--- src/rtl/dmem_arb_pkg.sv ---
// Shared types and RAM_CTRL field positions for the data-memory port arbiter.
package dmem_arb_pkg;

  typedef enum logic [1:0] {
    IDLE   = 2'd0,
    ACCESS = 2'd1,
    RESP   = 2'd2
  } state_e;

  typedef enum logic {
    CPU = 1'b0,
    DBG = 1'b1
  } owner_e;

  localparam int SIZE_HI = 3;
  localparam int SIZE_LO = 2;
  localparam int RW      = 1;
  localparam int E       = 0;

endpackage

--- src/rtl/dmem_wait_counter.sv ---
// 4-bit loadable down-counter that times the wait states of one memory access.
module dmem_wait_counter (
  input  logic       clk,
  input  logic       reset,
  input  logic       load,
  input  logic [3:0] load_val,
  input  logic       dec,
  output logic       zero
);

  logic [3:0] cnt_q, cnt_d;

  always_comb begin
    cnt_d = cnt_q;
    if (load) begin
      cnt_d = load_val;
    end else if (dec && (cnt_q != 4'd0)) begin
      cnt_d = cnt_q - 4'd1;
    end
  end

  always_ff @(posedge clk) begin
    if (!reset) begin
      cnt_q <= 4'd0;
    end else begin
      cnt_q <= cnt_d;
    end
  end

  assign zero = (cnt_q == 4'd0);

endmodule

--- src/rtl/dmem_port_arbiter.sv ---
// Shares the single data-memory port between the MEM stage and a debug/loader
// requester, with WAIT_CYCLES extra cycles per access. Round-robin when DMEM_ARB_FAIR_EN.
//
// Handshakes: the CPU holds cpu_ram_ctrl[E] and its fields while cpu_stall is high;
// the access completes in the cycle cpu_stall drops. The debug side holds dbg_req and
// its fields until dbg_done (one-cycle pulse) and drops dbg_req on the following cycle.
module dmem_port_arbiter
  import dmem_arb_pkg::*;
#(
  parameter int WAIT_CYCLES = 2,
  parameter int ADDR_W      = 8,
  parameter int DATA_W      = 32
) (
  input  logic              clk,
  input  logic              reset,
  input  logic [3:0]        cpu_ram_ctrl,
  input  logic [ADDR_W-1:0] cpu_addr,
  input  logic [DATA_W-1:0] cpu_wdata,
  output logic [DATA_W-1:0] cpu_rdata,
  output logic              cpu_stall,
  input  logic              dbg_req,
  input  logic              dbg_rw,
  input  logic [1:0]        dbg_size,
  input  logic [ADDR_W-1:0] dbg_addr,
  input  logic [DATA_W-1:0] dbg_wdata,
  output logic [DATA_W-1:0] dbg_rdata,
  output logic              dbg_done,
  output logic [ADDR_W-1:0] mem_a,
  output logic [DATA_W-1:0] mem_di,
  input  logic [DATA_W-1:0] mem_do,
  output logic [1:0]        mem_size,
  output logic              mem_rw,
  output logic              mem_e,
  output state_e            fsm_state
);

  localparam logic [3:0] WAIT_LD = 4'(WAIT_CYCLES);

  state_e            state_q, state_d;
  owner_e            owner_q, owner_d;
  logic [ADDR_W-1:0] addr_q, addr_d;
  logic [DATA_W-1:0] wdata_q, wdata_d;
  logic [1:0]        size_q, size_d;
  logic              rw_q, rw_d;
  logic [DATA_W-1:0] cpu_rdata_q, cpu_rdata_d;
  logic [DATA_W-1:0] dbg_rdata_q, dbg_rdata_d;

  logic cpu_req;
  logic grant_dbg;
  logic cnt_load, cnt_dec, cnt_zero;

  assign cpu_req = cpu_ram_ctrl[E];

`ifdef DMEM_ARB_FAIR_EN
  owner_e last_owner_q, last_owner_d;

  // On contention the requester that did not win the previous grant goes first.
  assign grant_dbg = dbg_req && (!cpu_req || (last_owner_q == CPU));

  always_comb begin
    last_owner_d = last_owner_q;
    if ((state_q == IDLE) && (cpu_req || dbg_req)) begin
      last_owner_d = grant_dbg ? DBG : CPU;
    end
  end

  always_ff @(posedge clk) begin
    if (!reset) begin
      last_owner_q <= DBG;
    end else begin
      last_owner_q <= last_owner_d;
    end
  end
`else
  assign grant_dbg = dbg_req && !cpu_req;
`endif

  dmem_wait_counter u_wait_counter (
    .clk      (clk),
    .reset    (reset),
    .load     (cnt_load),
    .load_val (WAIT_LD),
    .dec      (cnt_dec),
    .zero     (cnt_zero)
  );

  always_comb begin
    state_d     = state_q;
    owner_d     = owner_q;
    addr_d      = addr_q;
    wdata_d     = wdata_q;
    size_d      = size_q;
    rw_d        = rw_q;
    cpu_rdata_d = cpu_rdata_q;
    dbg_rdata_d = dbg_rdata_q;
    cnt_load    = 1'b0;
    cnt_dec     = 1'b0;

    case (state_q)
      IDLE: begin
        if (cpu_req || dbg_req) begin
          state_d  = ACCESS;
          cnt_load = 1'b1;
          if (grant_dbg) begin
            owner_d = DBG;
            addr_d  = dbg_addr;
            wdata_d = dbg_wdata;
            size_d  = dbg_size;
            rw_d    = dbg_rw;
          end else begin
            owner_d = CPU;
            addr_d  = cpu_addr;
            wdata_d = cpu_wdata;
            size_d  = cpu_ram_ctrl[SIZE_HI:SIZE_LO];
            rw_d    = cpu_ram_ctrl[RW];
          end
        end
      end
      ACCESS: begin
        if (cnt_zero) begin
          state_d = RESP;
          // Captured even if the CPU has since dropped its request.
          if (!rw_q) begin
            if (owner_q == DBG) begin
              dbg_rdata_d = mem_do;
            end else begin
              cpu_rdata_d = mem_do;
            end
          end
        end else begin
          cnt_dec = 1'b1;
        end
      end
      RESP: begin
        state_d = IDLE;
      end
      default: begin
        state_d = IDLE;
      end
    endcase
  end

  always_ff @(posedge clk) begin
    if (!reset) begin
      state_q     <= IDLE;
      owner_q     <= CPU;
      addr_q      <= '0;
      wdata_q     <= '0;
      size_q      <= 2'b00;
      rw_q        <= 1'b0;
      cpu_rdata_q <= '0;
      dbg_rdata_q <= '0;
    end else begin
      state_q     <= state_d;
      owner_q     <= owner_d;
      addr_q      <= addr_d;
      wdata_q     <= wdata_d;
      size_q      <= size_d;
      rw_q        <= rw_d;
      cpu_rdata_q <= cpu_rdata_d;
      dbg_rdata_q <= dbg_rdata_d;
    end
  end

  always_comb begin
    mem_e    = 1'b0;
    mem_rw   = 1'b0;
    mem_size = 2'b00;
    mem_a    = '0;
    mem_di   = '0;
    if (state_q == ACCESS) begin
      mem_e    = 1'b1;
      mem_rw   = rw_q;
      mem_size = size_q;
      mem_a    = addr_q;
      mem_di   = wdata_q;
    end
  end

  assign cpu_stall = cpu_req && !((state_q == RESP) && (owner_q == CPU));
  assign dbg_done  = (state_q == RESP) && (owner_q == DBG);
  assign cpu_rdata = cpu_rdata_q;
  assign dbg_rdata = dbg_rdata_q;
  assign fsm_state = state_q;

endmodule

--- config.mk ---
export PLATFORM = sky130hd
export DESIGN_NAME = dmem_port_arbiter
export DESIGN_NICKNAME = d
export VERILOG_FILES = /design/src/rtl/dmem_arb_pkg.sv /design/src/rtl/dmem_wait_counter.sv /design/src/rtl/dmem_port_arbiter.sv
export SDC_FILE = /design/constraint.sdc
export NUM_CORES = 1
export LEC_CHECK = 0
export ABC_AREA = 1
export CORE_ASPECT_RATIO = 0.6
export CORE_MARGIN = 2
export CORE_UTILIZATION = 42
export DETAILED_ROUTE_END_ITERATION = 12
export MAX_ROUTING_LAYER = met4
export PLACE_DENSITY_LB_ADDON = 0.12
export SYNTH_ARGS = -nofsm -noshare
export SYNTH_HDL_FRONTEND = slang
export SYNTH_SLANG_ARGS = --single-unit
--- constraint.sdc ---
create_clock -name clk -period 1.85 [get_ports clk]
set_input_delay 0.555 -clock clk [delete_from_list [all_inputs] [get_ports clk]]
set_output_delay 0.555 -clock clk [all_outputs]
set_load 0.05 [all_outputs]
# == Word-level counts from Yosys, hierarchy flattened ==
# Cells that the tools add are included.
# op_classes
addsub,1
eq_ne,4
muxes,19
n_bitwise,3
n_reduce_logical,17
# op_table
op,count
two-way mux 32 bit,2
two-way mux 8 bit,2
two-way mux 2 bit,6
two-way mux 1 bit,8
AND reduction 4 bit,2
logical AND 1 bit,5
zero test 4 bit,1
"inequality test 2 bit, second input constant",2
one-hot mux 2 bit (2 select lines),1
AND reduction 2 bit,2
nonzero test 4 bit,1
"subtractor 4 x 1 -> 4 bit, second input constant",1
inverter 1 bit,3
"== test 2 x 1 -> 1 bit, second input constant",1
"== test 2 bit, second input constant",1
zero test 1 bit,2
zero test 2 bit,1
nonzero test 2 bit,1
OR reduction 2 bit,1
logical OR 1 bit,1
# word_totals
reg_bits,114
output_inout_bits,112

# == Depth between registers and ports, before layout ==
# Gate-level depths: netlist of the first run.
# logic_depth
ltp_word,6
ltp_mapped,8
mapped_depth_nobuf,7

# == By module ==
# A second synthesis of the first run with hierarchy kept.
# unflattened
cells_unflattened,901
area_unflattened_um2,5395.2
# modules_own_cells
module,n_inst,cells_each,area_per_inst_um2,seq_area_each_um2
dmem_port_arbiter,1,860,5121.2,2202.1
dmem_wait_counter,1,41,274.0,80.1

# == Worst setup path after synthesis of the first run ==
# OpenSTA, ideal clock, no wires.
# synth_path
path_type,flip-flop to output port
startpoint,"reg state_q[1], in the netlist fsm_state[1]"
endpoint,out dbg_done
arrival_time_ns,1.899
required_ns,1.295
path_slack_ns,-0.604
stages_incl_launch_ff,3
path_buffers,0
path_cell_list,dfxtp_1 inv_1 nor3_1
# synth_via
elab_chain_len,2
# synth_rtl
item,line,text
"start, declared",dmem_port_arbiter.sv:39,"state_e state_q, state_d;"
"start signal, assigned",dmem_port_arbiter.sv:154,state_q <= state_d;
== test 2 bit,dmem_port_arbiter.sv:181,assign dbg_done = (state_q == RESP) && (owner_q == DBG);
logical AND 1 bit,dmem_port_arbiter.sv:181,
"end, declared",dmem_port_arbiter.sv:27,"output logic dbg_done,"
# No other way between the ends.

# == Worst setup path after layout of the first run ==
# layout_path
startpoint,"reg state_q[0], in the netlist fsm_state[0]"
endpoint,out mem_di[27]
# layout_via
elab_chain_len,2
# layout_rtl
item,line,text
== test 2 x 1 -> 1 bit,dmem_port_arbiter.sv:171,if (state_q == ACCESS) begin
two-way mux 32 bit,dmem_port_arbiter.sv:171,
"end, declared",dmem_port_arbiter.sv:29,"output logic [DATA_W-1:0] mem_di,"
# No other way between the ends.

==> results of run 1 <==
==> worst paths after layout <==
| kind | from | endpoint | slack (ps) | cells after the start |
|---|---|---|---|---|
| worst max-delay path | fsm_state[0]$_SDFFE_PN0P_ | mem_di[27] | -130 | 5 |
| worst min-delay path | u_wait_counter.cnt_q[0]$_SDFFE_PP0P_ | u_wait_counter.cnt_q[0]$_SDFFE_PP0P_ | 480 | 2 |
| worst max register to register | fsm_state[0]$_SDFFE_PN0P_ | dbg_rdata[19]$_SDFFE_PN0P_ | 90 | 10 |
| worst min register to register | u_wait_counter.cnt_q[0]$_SDFFE_PP0P_ | u_wait_counter.cnt_q[0]$_SDFFE_PP0P_ | 480 | 2 |
==> cells by family after synthesis <==
kind of cell,Yosys count
and+or+nand+nor,500
buffers and inverters,127
DFF,114
AOI/OAI and AO/OA,51
adders and majority gates,1
==> cell type report <==
cell class	instances	area share (%)
timing repair buffer	265	33.56
multi-input combinational	553	28.43
sequential	114	25.34
clock buffer	19	5.018
inverter	87	3.673
tap	165	2.287
clock inverter	13	1.691
==> worst max-delay path, delay by kind of cell, from the launching register on <==
| family | cells | cell delay (ps) |
|---|---|---|
| buf+inv | 3 | 390 |
| flops | 1 | 420 |
| simple gates | 2 | 210 |
==> cells in the mapped netlist, drive strengths merged <==
library cell | n | area, sq um
o21ai | 46 | 234.0
clkinv | 1 | 3.750
inv | 86 | 322.8
nand4 | 1 | 6.260
nand2 | 310 | 1171
nor3 | 3 | 15.01
o31ai | 1 | 7.510
nor2 | 180 | 718.2
ha | 1 | 12.51
dfxtp | 114 | 2282
a21oi | 4 | 20.02
clkbuf | 15 | 56.30
buf | 25 | 195.2
nand3 | 6 | 30.03
==> power breakdown <==
group / switching (W) / internal (W)
Clock: 0.00118 / 0.00207
Combinational: 0.00139 / 0.000953
Sequential: 0.0000955 / 0.00267
==> through the flow <==
stage / worst slack, ps / total power (W) / setup TNS, ps / std cells / instance area [sq um]
after floorplan: -92.77 / 0.004169 / -1736 / 793 / 5400
after global placement: -128.8 / 0.005028 / -1328 / 1171 / 8233
after detailed placement: -119.1 / 0.005052 / -2350 / 1171 / 8233
after CTS: -160.8 / 0.008418 / -3859 / 1212 / 8970
after global routing: -189.2 / 0.008764 / -5860 / 1216 / 9026
final: -132.8 / 0.008372 / -3162 / 1216 / 9026
==> registers in the layout, summed over array words and instances, names as in the netlist, 2 cells and up <==
| name | cells |
|---|---|
| cpu_rdata | 32 |
| dbg_rdata | 32 |
| wdata_q | 32 |
| addr_q | 8 |
| u_wait_counter.cnt_q | 4 |
| fsm_state | 2 |
| size_q | 2 |
==> metal layers <==
layer | part of all wire, % | GRT usage [%]
met1 | 47 | 30.38
met2 | 45 | 37.35
met3 | 7.4 | 7.296
met4 | 1.0 | 6.328
met5 | 0 | -
==> placed cells by master (no fill, tap or decap) <==
master and count:
clkinvlp_4 3, nor2_8 2, nand2_1 308, inv_6 2, nand2_4 2, nor2_1 135
nor2_2 1, o31ai_2 1, dlymetal6s2s_1 1, nand3_1 6, nor3_4 1, nor2_4 42
inv_2 1, buf_12 55, o21ai_1 1, nor3_1 2, buf_16 2, clkbuf_16 17
dfxtp_2 1, buf_6 3, ha_1 1, clkinv_1 1, nand4_1 1, nand2_8 1
buf_2 1, dfxtp_4 1, buf_4 84, clkinv_4 7, o21ai_0 44, o21ai_2 1
clkdlybuf4s50_1 119, bufinv_16 2, dfxtp_1 112, clkbuf_8 2, inv_1 84, a21oi_1 4
==> repair_timing <==
item	4_1_cts	5_1_grt
buffers inserted	7	4
pin swaps	3	3
endpoints found under the setup margin	45	46
resized for setup	8	7
cloned	2	0
==> key figures, run 1 <==
Run status
  – Status: finished, violations left
  – Failing checks: negative setup slack

Yosys
  – Compound-Gate Fraction of Synth Area: 5.153%
  – Area share of fa/ha/maj cells after synthesis: 0.2465%
  – Largest family of logic cells by synthesized area: simple AND/OR/NAND/NOR gates
  – Flops & latches, synth: 114
  – Simple logic cell fraction of the synthesized area: 38.24%
  – Synthesized area: 5075 sq um
  – Post-synthesis cell type count: 23
  – Sequential-to-total area share from yosys stat: 44.97%
  – Post-Syn Instances: 793
  – Xor/xnor cell area share of the yosys netlist: 0%
  – Syn Nets: 916
  – Post-synthesis mux area share: 0%
  – Yosys warnings: 0
  – Avg Inst Size Synth: 6.400 sq um

Placement
  – Placer Congestion: 0.8021
  – HPWL Detailed: 10.48 mm
  – Port-buffer cells: 233

Detailed routing
  – 1st-pass router iterations: 4
  – Drc violations: 0
  – Routed WL: 15.02 mm
  – Antenna-violating nets left: 0
  – Routed len/inst: 12.36 microns
  – Initial DRC count: 284
  – Via density: 4.442
  – Routed via count: 5402

Layout
  – Layout area overhead: 77.86%
  – Layout cells sized above 1: 22.07%
  – Area taken by multi-input logic gates: 2566 sq um
  – Fillers: 945
  – FF+latch area: 2287 sq um
  – N_diodes: 0
  – Final Core Density: 75.80%
  – Nets@finish: 1161

Power and ir drop
  – Power density over cell area: 927.6 nW/um^2
  – VDD IR-drop max: 730.6 uV
  – Leakage power: 4.043 nW

CTS
  – # H-tree levels: 4
  – CTS buffer count: 17
  – Clock transition at path regs: 50 ps
  – Sink Count: 114
  – Hold_buf cts: 0
  – CTS tree: built
  – Clock buffer depth: 2
  – Root Driver: clkbuf_16
  – Skew-Pair Late Insertion Delay: 400 ps

Floorplanning
  – Die Width: 145.9 microns
  – Starting Density: 42.62%
  – I/O pins: 234
  – Cell row count: 31
  – Die area: 13010 sq um
  – Die Y: 89.15 microns
  – Core box area: 11910 sq um

Timing
  – Rel. slew slack: 80.80%
  – # setup viols final: 45
  – Fin Clk Skew: 8.914 ps
  – Period utilization: 107.2%
  – Least-Margin Pin Slew: 288.0 ps
  – Unrepaired setup endpoints after global routing: true
  – Worst Slack Setup Final: -132.8 ps
  – Tmin final: 1983 ps
  – FMAX: 504.3 MHz
  – Final Hold Vio Count: 0
  – Max-slew violation count: 0
  – Hold_ws: 477.4 ps

Global route
  – Vias in the first global route: 4917
  – GRT Overall Usage: 23.87%
  – First-pass GRT wire length: 23.90 mm
  – Initial antenna violation count: 0
  – Total grt overflow: 0
  – Largest net degree at the start of global routing: 66

Setup path
  – CP Data Arrival Time: 1430 ps
  – Worst-path fanout max: 5
  – Crit end category: primary output
  – Worst path cell trace: nand2_8 > buf_12 > buf_6 > nor2_4 > buf_12
  – Most used cell, CP: buf_12
  – CP max stage cell: dfxtp_4
  – Crit path largest cell delay: 420 ps
  – Critical Path RT: 1290 ps
  – Crit path kind: flop to primary output
  – Startpoint Class: flop

Flow run
  – Max-cap violations: 0

Hold path
  – Worst hold path class: flop to flop
Power figures use the tool's default switching activity.
==> run 2: changes to the inputs <==
Settings changed: CTS_CLUSTER_DIAMETER from default to 60.
==> results of run 2 <==
Final layout, timing and power as in run 1 (identical DEF).
==> run 3: changes to the inputs <==
Settings changed: CTS_CLUSTER_DIAMETER 60 to 150.
==> results of run 3 <==
Final layout, timing and power as in run 1 (identical DEF).
